<file path="src/rtl/nco_ctrl.sv">
// nco_ctrl: byte-command front end that resets, loads and runs an NCO waveform table.
// Define NCO_CTRL_TIMEOUT_EN to abort a load that stalls in LOAD_WAIT for TIMEOUT_CYC cycles.
module nco_ctrl #(
  parameter int MAX_ADDR    = 6000,
  parameter int STROBE_MAX  = 520,
  parameter int TIMEOUT_CYC = 50_000_000
) (
  input  logic        clk,
  input  logic        rst_n,
  input  logic        rx_valid_i,
  input  logic [7:0]  rx_data_i,
  output logic        rx_ready_o,
  output logic        nco_rst_n_o,
  output logic        nco_sys_en_o,
  output logic        nco_we_o,
  output logic [7:0]  nco_data_o,
  output logic [13:0] nco_freq_step_o,
  output logic        loaded_o,
  output logic        busy_o,
  output logic        err_o
);
  typedef enum logic [2:0] {IDLE, FREQ_LO, FREQ_HI, NRST, LOAD_WAIT, LOAD_HOLD} state_t;
  localparam int SW = $clog2(STROBE_MAX + 1);
  localparam int BW = $clog2(MAX_ADDR + 1);
  localparam logic [SW-1:0] S_LAST = SW'(STROBE_MAX);
  localparam logic [BW-1:0] B_LAST = BW'(MAX_ADDR - 1);
  localparam logic [13:0] F_MAX = 14'(MAX_ADDR);
  state_t state, state_nx;
  logic run, err_nx, acc, strobe, freq_ok, timeout, ncnt, nrst_q;
  logic [SW-1:0] scnt;
  logic [BW-1:0] bcnt;
  logic [7:0] freq_lo;
  logic [13:0] freq_val;
  assign rx_ready_o = rst_n && (state inside {IDLE, FREQ_LO, FREQ_HI, LOAD_WAIT});
  assign acc = rx_valid_i && rx_ready_o;
  assign nco_we_o = state == LOAD_HOLD;
  assign nco_sys_en_o = nco_we_o || (run && loaded_o && state inside {IDLE, FREQ_LO, FREQ_HI});
  assign nco_rst_n_o = nrst_q && state != NRST;
  assign busy_o = state inside {NRST, LOAD_WAIT, LOAD_HOLD};
  assign strobe = nco_sys_en_o && scnt == S_LAST;
  assign freq_val = {rx_data_i[5:0], freq_lo};
  assign freq_ok = freq_val != 14'd0 && freq_val <= F_MAX;
`ifdef NCO_CTRL_TIMEOUT_EN
  localparam int TW = $clog2(TIMEOUT_CYC + 1);
  localparam logic [TW-1:0] T_LAST = TW'(TIMEOUT_CYC - 1);
  logic [TW-1:0] tcnt;
  assign timeout = tcnt == T_LAST;
  always_ff @(posedge clk or negedge rst_n)
    if (!rst_n) tcnt <= '0;
    else tcnt <= state == LOAD_WAIT && !acc ? tcnt + 1'b1 : '0;
`else
  assign timeout = 1'b0;
`endif
  always_ff @(posedge clk or negedge rst_n)
    if (!rst_n) state <= IDLE;
    else state <= state_nx;
  always_comb begin
    state_nx = state;
    err_nx = 1'b0;
    case (state)
      IDLE: if (acc) begin
        state_nx = rx_data_i == 8'h01 ? NRST : rx_data_i == 8'h02 ? FREQ_LO : IDLE;
        err_nx = rx_data_i == 8'h03 ? !loaded_o : !(rx_data_i inside {8'h01, 8'h02, 8'h04});
      end
      FREQ_LO: if (acc) state_nx = FREQ_HI;
      FREQ_HI: if (acc) begin
        state_nx = IDLE;
        err_nx = !freq_ok;
      end
      NRST: if (ncnt) state_nx = LOAD_WAIT;
      LOAD_WAIT: if (acc) state_nx = LOAD_HOLD;
        else if (timeout) begin
          state_nx = IDLE;
          err_nx = 1'b1;
        end
      LOAD_HOLD: if (strobe) state_nx = bcnt == B_LAST ? IDLE : LOAD_WAIT;
      default: state_nx = IDLE;
    endcase
  end
  // scnt mirrors the NCO's own strobe divider so hold lengths line up with its address steps
  always_ff @(posedge clk or negedge rst_n)
    if (!rst_n) begin
      run <= 1'b0;
      loaded_o <= 1'b0;
      err_o <= 1'b0;
      nco_data_o <= 8'd0;
      nco_freq_step_o <= 14'd1;
      scnt <= '0;
      bcnt <= '0;
      ncnt <= 1'b0;
      nrst_q <= 1'b0;
      freq_lo <= 8'd0;
    end else begin
      err_o <= err_nx;
      nrst_q <= 1'b1;
      ncnt <= state == NRST && !ncnt;
      scnt <= state == NRST || strobe ? '0 : nco_sys_en_o ? scnt + 1'b1 : scnt;
      bcnt <= state == NRST ? '0 : state == LOAD_HOLD && strobe ? bcnt + 1'b1 : bcnt;
      if (state == IDLE && acc)
        run <= rx_data_i == 8'h03 ? loaded_o : rx_data_i == 8'h04 || rx_data_i == 8'h01 ? 1'b0 : run;
      if (state == IDLE && acc && rx_data_i == 8'h01) loaded_o <= 1'b0;
      else if (state == LOAD_HOLD && strobe && bcnt == B_LAST) loaded_o <= 1'b1;
      if (state == FREQ_LO && acc) freq_lo <= rx_data_i;
      if (state == FREQ_HI && acc && freq_ok) nco_freq_step_o <= freq_val;
      if (state == LOAD_WAIT && acc) nco_data_o <= rx_data_i;
    end
endmodule

</file>
<file path="config.mk">
export PLATFORM = sky130hd
export DESIGN_NAME = nco_ctrl
export DESIGN_NICKNAME = d
export VERILOG_FILES = /design/src/rtl/nco_ctrl.sv
export SDC_FILE = /design/constraint.sdc
export NUM_CORES = 1
export LEC_CHECK = 0
export BUFFER_PORTS_ARGS = -buffer_cell sky130_fd_sc_hd__clkbuf_2
export CAP_MARGIN = 25
export CORE_MARGIN = 3
export CORE_UTILIZATION = 45
export DETAILED_ROUTE_END_ITERATION = 7
export PLACE_DENSITY_LB_ADDON = 0.08
export SLEW_MARGIN = 20
export SYNTH_ARGS = -nofsm -noshare
export SYNTH_HDL_FRONTEND = slang
export SYNTH_SLANG_ARGS = --single-unit
</file>
<file path="constraint.sdc">
create_clock -name clk -period 2.9 [get_ports clk]
set_input_delay 0.29 -clock clk [delete_from_list [all_inputs] [get_ports clk]]
set_output_delay 0.29 -clock clk [all_outputs]
set_load 0.005 [all_outputs]
</file>
Word level (Yosys, flattened, before mapping)

Index checks and enable logic that the tools add are counted.

Output and inout bits: 29
Word-level logic and storage cells: 89
Flip-flop bits (word level): 61

Equality and inequality tests: 18
Reductions and logical operators: 35
$lt $le $gt $ge: 1
Add/sub/neg operators: 2
Mux-type cells: 22

Operator list:

| kind                                                             | count |
|---|---|
| 2-to-1 mux 13 bit                                                | 2 |
| 2-to-1 mux 3 bit                                                 | 7 |
| 2-to-1 mux 10 bit                                                | 2 |
| one-hot mux 3 bit (6 select lines)                               | 1 |
| equality test 8 x 2 -> 1 bit, second input constant              | 2 |
| logical AND 1 bit                                                | 16 |
| less-or-equal comparator 14 x 13 -> 1 bit, second input constant | 1 |
| nonzero test 14 bit                                              | 1 |
| adder 13 x 1 -> 13 bit, second input constant                    | 1 |
| equality test 13 bit, second input constant                      | 1 |
| adder 10 x 1 -> 10 bit, second input constant                    | 1 |
| equality test 10 bit, second input constant                      | 1 |
| != test 2 bit, second input constant                             | 5 |
| nonzero test 3 bit                                               | 3 |
| equality test 8 x 1 -> 1 bit, second input constant              | 1 |
| equality test 8 x 3 -> 1 bit, second input constant              | 1 |
| 2-to-1 mux 1 bit                                                 | 8 |
| nonzero test 2 bit                                               | 4 |
| equality test 3 x 2 -> 1 bit, second input constant              | 2 |
| equality test 3 bit, second input constant                       | 2 |
| AND reduction 6 bit                                              | 1 |
| zero test 1 bit                                                  | 4 |
| nonzero test 4 bit                                               | 1 |
| equality test 3 x 1 -> 1 bit, second input constant              | 1 |
| 7 further kinds                                                  | 9 |

Logic depth before layout (Yosys ltp)

Gate-level depths: netlist of the first run.

Word-level depth: 9
Mapped depth: 8

Worst setup path after synthesis of the first run

Ideal clock, no wire load.

Path kind: flip-flop to flip-flop
From: register freq_lo[0]
To: register nco_freq_step_o[10]
Period minus slack after synthesis: 2.154 ns
Setup time: 0.125 ns
Arrival time: 2.029 ns
Required time: 2.775 ns
Setup slack: 0.746 ns
Cell stages (with the launch flop): 7
Cell sequence: dfrtp_1 or4_1 nor2_1 nand3_1 a2111o_1 buf_6 mux2_4

Longest elaborated chain between the ends: 3
Elaborated cells on any way between the ends: 4

RTL lines:

| item                                                                                    | line | source |
|---|---|---|
| from (decl)                                                                             | 32   | `logic [7:0] freq_lo;` |
| from (signal assigned)                                                                  | 103  | `if (state == FREQ_LO && acc) freq_lo <= rx_data_i;` |
| less-or-equal comparator 14 x 13 -> 1 bit / nonzero test 14 bit (equally long branches) | 42   | `assign freq_ok = freq_val != 14'd0 && freq_val <= F_MAX;` |
| logical AND 1 bit (*)                                                                   | 42   |  |
| logical AND 1 bit (*)                                                                   | 104  | `if (state == FREQ_HI && acc && freq_ok) nco_freq_step_o <= freq_val;` |
| to (signal assigned)                                                                    | 104  |  |
| to (decl)                                                                               | 17   | `output logic [13:0] nco_freq_step_o,` |

Mark *: on every way between the ends. The rest lies on a longest branch, timed or not.
A chain may end at the register's enable or synchronous reset.

Final worst setup path of the first run

From: register freq_lo[0]
To: register nco_freq_step_o[4]

Same word-level chain as after synthesis.

==> results of run 1 <==
==> how the worst max path moves through the flow <==
stage | end | depth (start not counted)
3_3_place_gp | nco_freq_step_o[12] | 5
2_1_floorplan | nco_freq_step_o[10] | 6
5_1_grt | nco_freq_step_o[11] | 5
6_report | nco_freq_step_o[4] | 5
3_5_place_dp | nco_freq_step_o[11] | 5
4_1_cts | nco_freq_step_o[10] | 5
==> per-stage QoR <==
stage / area (um2) / setup WS [ns]
global placement: 3243 / 0.5250
finish: 3443 / 0.4473
global route: 3443 / 0.3370
floorplan: 2960 / 0.7458
CTS: 3443 / 0.4403
detailed placement: 3243 / 0.4573
==> per-layer routing <==
metal / routed length (um) / share of wire
met1: 3045 / 0.51
met2: 2590 / 0.43
met3: 269 / 0.045
met4: 70 / 0.012
met5: 0 / 0
==> worst max-delay path, delay by kind of cell (launching register included) <==
family	cells	cell delay, ns
AOI/OAI and AO/OA	1	0.74
muxes	1	0.40
and+or+nand+nor	3	0.79
DFF	1	0.39
==> power groups by stage <==
stage          Sequential [uW]  Clock (uW)  Combinational [uW]
2_1_floorplan             1220           0                 401
3_3_place_gp              1260           0                 614
3_5_place_dp              1270           0                 626
4_1_cts                   1250         790                 628
5_1_grt                   1290         825                 682
6_report                  1250         760                 613
==> cells in the final DEF, fill, tap and decap left out, drive strengths merged, types with 3 or more instances in the layout <==
cell type  count
ha             3
clkbuf        49
clkinvlp       3
buf            5
nand2         17
nor2b          4
and2           4
nor3          12
nor2          29
a21oi          6
inv            6
nor4           9
nand4          5
dfrtp         60
mux2          29
o21ai          6
and3           5
xor2           3
xnor2         18
nand3b         3
nand3         11
==> area by class of cell <==
class / count / area [um2] / area share
clock buffer: 10 / 137.6 / 0.03997
clock inverter: 6 / 62.56 / 0.01817
inverter: 6 / 22.52 / 0.006541
multi-input combinational: 192 / 1366 / 0.3968
sequential: 61 / 1528 / 0.4437
tap: 75 / 93.84 / 0.02725
timing repair buffer: 44 / 232.7 / 0.06759
==> logic make-up after synthesis <==
family                   after synthesis
AO/OA/AOI/OAI                         24
XOR/XNOR                              21
AND/OR/NAND/NOR                      112
buffers and inverters                 15
other                                  1
flip-flops                            61
multiplexers                          30
adder cells (fa/ha/maj)                4
==> registers in the layout (all words and copies together) (netlist names) <==
name and cells:
nco_freq_step_o 14, bcnt 13, scnt 10, freq_lo 8
nco_data_o 8, state 3, err_o 1, loaded_o 1
ncnt 1, nrst_q 1, run 1
==> flow_metrics.py, run 1 <==
metrics = {
    "placed_design": {
        "gp_congestion": 0.7717,
        "port_buffers": 39,
        "place_inst": 378,
        "dp_hpwl_um": 4238,
    },
    "synth": {
        "synth_xor_area_frac": 0.06213,
        "synth_top_family_by_area": "simple AND/OR/NAND/NOR gates",
        "yosys-top-cells-count": "60 x dfrtp_1, 29 x nor2_1, 20 x mux2_2",
        "synth_compound_area_frac": 0.05495,
        "synth_area_um2": 2960,
        "yosysMostFrequentCell": "dfrtp_1",
        "synth_top_area_frac": 0.5072,
        "async_flop_share": 1.000,
        "synthCells": 268,
        "synth.top_cells.by_area": "dfrtp_1 51%, mux2_2 7.6%, xnor2_1 5.3%",
        "synth-main-ff-cell": "dfrtp_1",
        "synthMuxAreaShare": 0.1251,
        "synth.avg_cell_area_um2": 11.05,
        "yosys.cell_types.count": 51,
        "ys_ff_latch": 61,
        "ys.warnings.count": 0,
        "synth_edf_count": 0,
        "synth_nets": 282,
        "yosys.area_share.simple": 0.2020,
        "synth_top_area_cell": "dfrtp_1",
        "ys_seq_area_frac": 0.5161,
        "yosys.area_share.adder": 0.01606,
    },
    "clock_network": {
        "cts.hold.buffers_added": 0,
        "clk_latency_ns": 0.34,
        "clk_pin_slew_ns": 0.07,
        "cts_sinks": 61,
        "cts_setup_buffers": 0,
        "htree_levels": 3,
        "clockBufferDepth": 2,
        "cts_tree": "built",
        "post_cts_resized": 0,
        "clockRootBuffer": "clkbuf_8",
        "cts_buffers": 9,
    },
    "layout": {
        "syn_to_final_growth_pct": 16.31,
        "nFillCells": 559,
        "antennaDiodeCount": 0,
        "utilization": 0.5616,
        "drive_above_1_share": 0.2947,
        "final_nets": 328,
        "instances_no_fill": 394,
    },
    "drt": {
        "dr.pass1.iters": 5,
        "dr_total_vias": 2134,
        "drt_iter0_markers": 128,
        "drc": 0,
        "drtAntennaViolNets": 0,
        "routed_wl_um": 5975,
        "routedWlPerCell_um": 15.16,
        "avgViaCountPerCell": 5.416,
    },
    "setup_path": {
        "worstSetupStartpoint": "freq_lo[0]",
        "critical_path.max_fanout": 14,
        "crit_chain": "or4_1 > nor2_1 > nand3_1 > a2111o_1 > mux2_4",
        "cpMaxStageDelayCell": "a2111o_1",
        "arrival_ns": 2.68,
        "r2r-start": "freq_lo[0]",
        "r2r_cells": 5,
        "reg2reg_setup_slack_ns": 0.45,
        "cp-start-kind": "flop",
        "slowest_delay_ns": 0.74,
        "timing.rr.end": "nco_freq_step_o[4]",
        "crit_type": "reg -> reg",
        "worstSetupEndpointType": "flop",
        "worst_ep_required_time_ns": 3.13,
    },
    "floorplanning": {
        "row_count": 28,
        "start_util": 0.4829,
        "die-area_um2": 7588,
        "core_um2": 6131,
        "fp.dieW_um": 87.11,
        "pin_count": 40,
        "die_h_um": 87.11,
    },
    "power_and_ir_drop": {
        "p_sw_uw": 776.8,
        "p_leak_uw": 0.001621,
        "p_clk_frac": 0.289,
        "seq_power_share": 0.477,
        "power.density_nw_per_um2": 762.4,
        "total_power_uw": 2625,
        "p_int_uw": 1848,
        "ir_worst_vdd_mv": 0.4846,
        "p_sw_frac": 0.2959,
        "combPwrFrac": 0.233,
    },
    "global_routing": {
        "grt_pass1_wl_um": 10340,
        "grt_max_degree": 63,
        "grt_use_met3": 0.06812,
        "grt_pass1_vias": 2033,
        "grt_usage": 0.1773,
        "use_met2": 0.2471,
        "top_usage_layer": "met1",
        "grt-ovfl-total": 0,
        "antenna_found_initial": 0,
        "met1_usage": 0.2580,
    },
    "timing": {
        "drv_slew": 0,
        "fin_tns_setup_ns": 0,
        "min_period_over_period": 0.8458,
        "fmax_ghz": 0.4077,
        "hold_viol": 0,
        "whs_ns": 0.1518,
        "slew_headroom": 0.4831,
        "rsz0062_at_grt": "no",
        "min_period_ns": 2.453,
        "skew_ns": 0.007953,
        "setup_violations": 0,
        "tightest_slew_ns": 0.7754,
    },
    "job": {
        "maxCapViolations": 0,
    },
    "outcome": {
        "outcome": "finished, final reports clean",
    },
    "min_path": {
        "worstHoldPathType": "in -> async",
    },
}
Power figures use the tool's default switching activity.
==> run 2, diff against run 1 <==
==> constraint.sdc (replaced) <==
create_clock -name clk -period 2.2 [get_ports clk]
set_input_delay 0.22 -clock clk [delete_from_list [all_inputs] [get_ports clk]]
set_output_delay 0.22 -clock clk [all_outputs]
set_load 0.005 [all_outputs]
==> run 2 against run 1 <==
Net effect: total power grew 31%; clock-buffer cell count rose by 4; register-to-register slack worse by 0.40 ns; via count increased by 2.5%; critical path type unchanged.
==> flow_metrics.py, run 2 (synthesis results as in run 1) <==
metrics = {
    "layout": {
        "layout_commonest_cell": "dfrtp_1",
        "reg_top3": "nco_freq_step_o (14), bcnt (13), scnt (10)",
        "syn_to_final_growth_pct": 20.25,
        "drive_above_1_share": 0.3274,
        "final_nets": 345,
        "antennaDiodeCount": 0,
        "design_area_um2": 3560,
        "mostFrequentLayoutCells": "60 x dfrtp_1, 39 x clkbuf_2, 28 x nor2_1",
        "top_register": "nco_freq_step_o",
        "largest_register_ffs": 14,
        "nFillCells": 537,
    },
    "power_and_ir_drop": {
        "total_power_uw": 3448,
        "combPwrFrac": 0.292,
        "seq_power_share": 0.464,
        "power.density_nw_per_um2": 968.7,
        "p_sw_uw": 1011,
        "p_int_uw": 2437,
        "p_leak_uw": 0.001701,
        "p_sw_frac": 0.2933,
        "ir_worst_vdd_mv": 0.5338,
        "p_clk_frac": 0.244,
    },
    "floorplanning": {
        "fp.dieW_um": 87.11,
        "start_util": 0.4829,
        "row_count": 28,
        "die-area_um2": 7588,
        "pin_count": 40,
        "core_um2": 6131,
        "die_h_um": 87.11,
    },
    "timing": {
        "min_period_ns": 2.154,
        "tightest_slew_ns": 0.6838,
        "min_period_over_period": 0.9793,
        "slew_headroom": 0.5441,
        "setup_violations": 0,
        "setup_slack_ns": 0.04559,
        "hold_viol": 0,
        "drv_slew": 0,
        "skew_ns": 0.01192,
        "fmax_ghz": 0.4642,
    },
    "placed_design": {
        "dp_hpwl_um": 4324,
        "place_ws_ns": 0.02372,
        "gp_congestion": 0.7885,
        "post_dp_cell_area_um2": 3333,
        "port_buffers": 39,
    },
    "global_routing": {
        "antenna_found_initial": 0,
        "grt_usage": 0.1841,
        "grt_pass1_vias": 2158,
        "grt_max_degree": 54,
        "grt_pass1_wl_um": 10620,
        "grt-ovfl-total": 0,
    },
    "drt": {
        "routedWlPerCell_um": 15.25,
        "drtAntennaViolNets": 0,
        "drc": 0,
        "avgViaCountPerCell": 5.321,
        "drt_iter0_markers": 135,
        "dr.pass1.iters": 4,
        "dr_total_vias": 2187,
        "routed_wl_um": 6266,
    },
    "outcome": {
        "outcome": "finished, final reports clean",
    },
    "clock_network": {
        "htree_levels": 3,
        "cts_tree": "built",
        "cts_sinks": 61,
        "clockBufferDepth": 2,
        "clk_pin_slew_ns": 0.07,
        "cts_buffers": 9,
        "clockRootBuffer": "clkbuf_8",
        "clk_latency_ns": 0.34,
    },
    "setup_path": {
        "crit_type": "reg -> reg",
        "critical_path.max_fanout": 7,
        "cpMaxStageDelayCell": "or4_4",
        "worstSetupEndpointType": "flop",
        "cp-start-kind": "flop",
        "worst_ep_required_time_ns": 2.42,
        "slowest_delay_ns": 0.53,
        "arrival_ns": 2.37,
        "crit_chain": "or4_4 > nor2_2 > nand3_1 > a2111o_1 > buf_6 > mux2_4",
    },
    "min_path": {
        "worstHoldPathType": "in -> async",
    },
    "job": {
        "maxCapViolations": 0,
    },
}
[run 2: cell types whose count changed in the layout (fill, tap and decap cells not counted), sizes merged]
cell,before,now
clkbuf,49,53
buf,5,21
bufinv,1,0
clkinvlp,3,0
dlygate4sd3,0,1
[run 2: final timing paths]
| kind | from | endpoint | slack (ns) | cells after the start |
|---|---|---|---|---|
| setup / recovery | freq_lo[0] | nco_freq_step_o[11] | 0.05 | 6 |
| hold / removal | rst_n | scnt[3] | 0.06 | 2 |
| setup reg to reg | freq_lo[0] | nco_freq_step_o[11] | 0.05 | 6 |
| hold reg to reg | ncnt | ncnt | 0.42 | 1 |
| max in group asynchronous | rst_n | nco_freq_step_o[6] | 1.51 | 2 |
| min in group clk | rx_data_i[6] | nco_data_o[6] | 0.16 | 2 |
[run 2: power groups by stage]
stage	clock network, uW	registers (uW)	logic [uW]
final	841	1600	1010
after global routing	928	1640	1120
after CTS	871	1610	944
after detailed placement	0	1630	938
after global placement	0	1610	924
after floorplan	0	1610	528
[run 2: layer usage]
layer,GRT usage,wire length (um),share of wire,vias to the layer above
met2,0.2581,2573,0.41,45
met1,0.2635,3251,0.52,1058
met3,0.04541,281,0.045,14
met4,0.09344,159,0.025,0
met5,0,0,0,-
li1,-,-,-,1070
[run 2: per-stage QoR]
stage	std cells	TNS [ns]	util	hold slack [ns]
3_3_place_gp	390	0	0.5437	0.09973
2_1_floorplan	268	0	-	-0.07559
5_1_grt	411	-0.1203	0.5806	0.1254
6_report	411	0	0.5806	0.06031
3_5_place_dp	390	0	0.5437	0.1093
4_1_cts	407	0	0.5718	0.09401
[run 2: what timing repair did]
item                                    CTS  global route
buffers inserted                          0             4
hold endpoints to repair                  9             0
endpoints found under the setup margin    0            15
gates resized for setup                   0             6
hold buffers                              1             0
[run 2: critical path: cells and delay by family (launching register included)]
family                 cells  cell delay, ns
AOI/OAI and AO/OA          1            0.45
buffers and inverters      1            0.17
DFF                        1            0.38
muxes                      1            0.30
and+or+nand+nor            3            0.75
[run 2: cell type report]
class | count | area, um2 | area share
inverter | 6 | 22.52 | 0.006327
tap | 75 | 93.84 | 0.02636
clock buffer | 14 | 152.6 | 0.04288
multi-input combinational | 192 | 1383 | 0.3884
clock inverter | 2 | 10.01 | 0.002812
timing repair buffer | 61 | 370.4 | 0.1040
sequential | 61 | 1528 | 0.4292
